<file path="src/rtl/uart_tx_sched.sv">
// uart_tx_sched: round-robin two-requester UART transmitter with clk_bps watchdog.
// Define UART_PARITY_EN to insert an even parity bit before the stop bit.
module uart_tx_sched #(
  parameter int TIMEOUT_W = 10
) (
  input  logic       clk,
  input  logic       rst,
  input  logic       req0,
  input  logic [7:0] data0,
  output logic       ack0,
  input  logic       req1,
  input  logic [7:0] data1,
  output logic       ack1,
  output logic       bps_start,
  input  logic       clk_bps,
  output logic       tx,
  output logic       busy,
  output logic       owner,
  output logic       done,
  output logic       err
);
`ifdef UART_PARITY_EN
  localparam int F = 11;
`else
  localparam int F = 10;
`endif
  typedef enum logic [1:0] {IDLE, SEND, FIN} state_t;
  state_t state, state_n;
  logic [7:0] sh, sh_n;
  logic [3:0] k, k_n;
  logic [TIMEOUT_W-1:0] wd, wd_n;
  logic [F-1:0] frame;
  logic last, last_n, g0, g1;
  logic tx_n, bps_n, ack0_n, ack1_n, busy_n, owner_n, done_n, err_n;
`ifdef UART_PARITY_EN
  assign frame = {1'b1, ^sh, sh, 1'b0};
`else
  assign frame = {1'b1, sh, 1'b0};
`endif
  // On a tie the requester not granted last time wins
  assign g0 = req0 & (~req1 | last);
  assign g1 = req1 & (~req0 | ~last);
  always_comb begin
    state_n = state;
    sh_n = sh;
    k_n = k;
    wd_n = wd;
    last_n = last;
    owner_n = owner;
    tx_n = tx;
    bps_n = bps_start;
    busy_n = busy;
    ack0_n = 1'b0;
    ack1_n = 1'b0;
    done_n = 1'b0;
    err_n = 1'b0;
    case (state)
      IDLE: begin
        wd_n = '0;
        tx_n = 1'b1;
        bps_n = g0 | g1;
        busy_n = g0 | g1;
        if (g0 | g1) begin
          sh_n = g1 ? data1 : data0;
          ack0_n = g0;
          ack1_n = g1;
          owner_n = g1;
          last_n = g1;
          k_n = '0;
          state_n = SEND;
        end
      end
      SEND: begin
        if (clk_bps) begin
          wd_n = '0;
          // The tick after the stop bit marks the end of its full period
          if (k == 4'(F)) begin
            tx_n = 1'b1;
            bps_n = 1'b0;
            done_n = 1'b1;
            state_n = FIN;
          end else begin
            tx_n = frame[k];
            k_n = k + 4'd1;
          end
        end else begin
          wd_n = wd + TIMEOUT_W'(1);
          if (&wd_n) begin
            tx_n = 1'b1;
            bps_n = 1'b0;
            busy_n = 1'b0;
            err_n = 1'b1;
            state_n = IDLE;
          end
        end
      end
      FIN: begin
        busy_n = 1'b0;
        state_n = IDLE;
      end
      default: state_n = IDLE;
    endcase
  end
  always_ff @(posedge clk) begin
    if (rst) begin
      state <= IDLE;
      sh <= '0;
      k <= '0;
      wd <= '0;
      last <= 1'b1;
      owner <= 1'b0;
      tx <= 1'b1;
      bps_start <= 1'b0;
      busy <= 1'b0;
      ack0 <= 1'b0;
      ack1 <= 1'b0;
      done <= 1'b0;
      err <= 1'b0;
    end else begin
      state <= state_n;
      sh <= sh_n;
      k <= k_n;
      wd <= wd_n;
      last <= last_n;
      owner <= owner_n;
      tx <= tx_n;
      bps_start <= bps_n;
      busy <= busy_n;
      ack0 <= ack0_n;
      ack1 <= ack1_n;
      done <= done_n;
      err <= err_n;
    end
  end
endmodule
</file>
<file path="config.mk">
export PLATFORM = sky130hd
export DESIGN_NAME = uart_tx_sched
export DESIGN_NICKNAME = d
export VERILOG_FILES = /design/src/rtl/uart_tx_sched.sv
export SDC_FILE = /design/constraint.sdc
export NUM_CORES = 1
export LEC_CHECK = 0
export BUFFER_PORTS_ARGS = -buffer_cell sky130_fd_sc_hd__clkbuf_2
export CORE_MARGIN = 5
export CORE_UTILIZATION = 40
export CTS_CLUSTER_SIZE = 12
export DETAILED_ROUTE_END_ITERATION = 12
export PLACE_DENSITY = 0.68
export RECOVER_POWER = 25
export SLEW_MARGIN = 5
export SYNTH_ARGS = -nofsm -noshare
export SYNTH_HDL_FRONTEND = slang
export SYNTH_SLANG_ARGS = --single-unit
export TNS_END_PERCENT = 50
</file>
<file path="constraint.sdc">
create_clock -name clk -period 2.44 [get_ports clk]
set_clock_uncertainty 0.2 [all_clocks]
set_input_delay 0.488 -clock clk [delete_from_list [all_inputs] [get_ports clk]]
set_output_delay 0.488 -clock clk [all_outputs]
set_load 0.02 [all_outputs]
</file>
==> results.md <==
- First-pass GRT wire length: 6.120 mm
- Hold buffers post-CTS: 0
- PwrDens: 875.8 nW/um^2
- Post-route ant nets: 0
- Async set-reset flop share out of synthesis: 0
- Vias in the first global route: 1369
- Max-cap violation count: 0
- CTS tree: built
- Cells after Synth: 206
- CP max FO: 6
- First DRT Iteration DRCs: 113
- Largest net degree at the start of global routing: 20
- Yosys reg bits: 33
- Max transition margin: 0.7224
- Worst-margin pin slew: 0.4148 ns
- Mapped Nets: 234
- Finish-stage setup viols: 0
- Final worst path period need: 2.178 ns
- CTS Root Cell: clkbuf_8
- Final Hold Viols: 0
- Port Buffers: 28
- Worst hold path class: primary input to flip-flop
- Yosys cell types: 51
- Delay-heaviest family, CP: simple AND/OR/NAND/NOR gates
- Status: completed
- Nets: 265
- Clock latency at the later pin of the worst-skew pair: 0.28 ns
- Sequential fraction of the synthesis area: 0.3742
- Vias per std cell: 5.142
- Worst Path Required: 2.42 ns
- Via count: 1486
- DR pass1 iterations: 4
- Setup TNS: 0 ns
- P_leak: 0.8430 nW
- Final Total Pwr: 1.804 mW
- # IOs: 29
- Placer congestion estimate: 0.8341
- CTS clk-pin slew, worst paths: 0.07 ns
- Clk sinks: 33
- Worst Setup End Kind: flip-flop
- Die width: 76.44 um
- CP Launch Type: flip-flop
- Ys Warns: 0
- DIE HEIGHT: 76.44 um
- Post_cts resized: 0
- DRC Markers: 0
- Maximum VDD drop: 295.6 uV
- Setup bufs post-CTS: 0
- TritonCTS Buffers: 5
- CP Cell Sequence: ha_1, nand4_1, or3b_1, o22ai_2, a31oi_1, nand2b_1, mux2_4
- EDFF count, synth: 0
- Total die area: 5842 sq um
- Count of pins over their slew limit: 0
- Critical path's largest stage delay: 0.42 ns
- WL per Instance: 12.06 um
- Row count: 24
- Clk buf depth: 2
- Synth-to-layout area growth: 16.66%
- Initial Utilization: 0.4083
- Initial antenna violation count: 0
- Worst EP arrival: 2.16 ns
- RSZ-0062 raised after global routing: no
- Max Freq: 0.4592 GHz
- GR Util All Layers: 0.1256
- Proportion of layout cells with a drive suffix above 1: 0.2068
- Tcrit/Tclk final: 0.8924
- Htree depth: 2
- Dpl hpwl: 2.592 mm
- Critical path buffers and inverters: 0
- Number of diodes: 0
- Crit-path slowest cell: dfxtp_1
- Post-synthesis cell area: 1765 sq um
- Kind of critical path: flip-flop to flip-flop
- Synthesized area per cell: 8.570 sq um
- Top FF cell, synth: dfxtp_1
- DRT Wirelength: 3.484 mm
- Core area: 4324 sq um
- Gr ovfl total: 0
[placed cells by master, fill, tap and decap left out, drive strengths merged, types with 7 or more instances in the layout]
cell type	count
dfxtp	33
clkbuf	33
nor2	30
a21oi	16
nand2	13
o21ai	10
a211oi	9
inv	8
mux2i	8
nor3	8
ha	7
[worst paths after layout]
kind	cells after the start	from	endpoint	slack (ns)
hold / removal	2	req1	ack0	0.27
setup / recovery	7	wd[1]	state[0]	0.26
hold reg to reg	2	last	ack0	0.28
setup reg to reg	7	wd[1]	state[0]	0.26
[sequential cells by signal, summed over array words and instances (netlist names)]
name       count
wd            10
sh             8
k              4
state          2
ack0           1
ack1           1
bps_start      1
busy           1
done           1
err            1
last           1
owner          1
tx             1
[logic make-up (layout without fill, tap and decap cells)]
logic type	after synthesis	count (layout)	share of synthesized area
compound gates	51	51	0.1878
xor+xnor	6	6	0.03402
fa+ha+maj	7	7	0.04961
buf+inv	18	49	0.04536
flops	33	33	0.3742
mux	11	11	0.07300
simple gates	80	80	0.2360
[final cells by class]
type	count	area, sq um
well taps	52	65.06
clock inverters	2	35.03
clock buffers	5	68.82
multi-input cells	155	1025
fillers	441	2265
inverters	8	30.03
flip-flops and latches	33	660.6
repair buffers	34	175.2
[power breakdown]
part | total [mW] | internal, mW | leakage, nW | switching (mW)
Clock | 0.489 | 0.297 | 0.0540 | 0.193
Combinational | 0.626 | 0.247 | 0.519 | 0.379
Sequential | 0.688 | 0.632 | 0.270 | 0.0558
Total | 1.80 | 1.18 | 0.843 | 0.628
[cells in the mapped netlist, types with 2 or more instances]
cell type  number  share of area
a22oi_1         2         0.0085
nand2_1        12          0.026
nand3_1         5          0.014
clkbuf_1        7          0.015
xor2_1          5          0.025
and3_2          2         0.0085
inv_1           8          0.017
mux2i_1         8          0.045
a21oi_1        16          0.045
nor2b_1         2         0.0071
nand2b_1        3          0.011
nor2_1         29          0.062
buf_2           2         0.0057
nor3_1          8          0.023
and3_1          3          0.011
a211oi_1        9          0.038
ha_1            7          0.050
o21ai_0        10          0.028
dfxtp_1        33           0.37
nand4_1         3          0.011
nor4_1          2         0.0071
[through the flow]
step / area, sq um / setup WS [ns] / hold slack, ns / std cells / utilization
2_1_floorplan: 1765 / 0.3779 / 0.2397 / 206 / -
3_3_place_gp: 1966 / 0.2986 / 0.2627 / 282 / 0.4546
3_5_place_dp: 1966 / 0.2504 / 0.2670 / 282 / 0.4546
4_1_cts: 2069 / 0.2495 / 0.2588 / 289 / 0.4786
5_1_grt: 2059 / 0.1046 / 0.2780 / 289 / 0.4763
6_report: 2059 / 0.2625 / 0.2667 / 289 / 0.4763
[routing by layer]
metal  routed length [um]  up-vias  GRT usage
li1                     -      796          -
met1                 1685      661     0.1572
met2                 1578       23     0.1978
met3                  150        6    0.03664
met4                   70        0    0.05769
met5                    0        -          0
(Power assumes the default switching activity.)
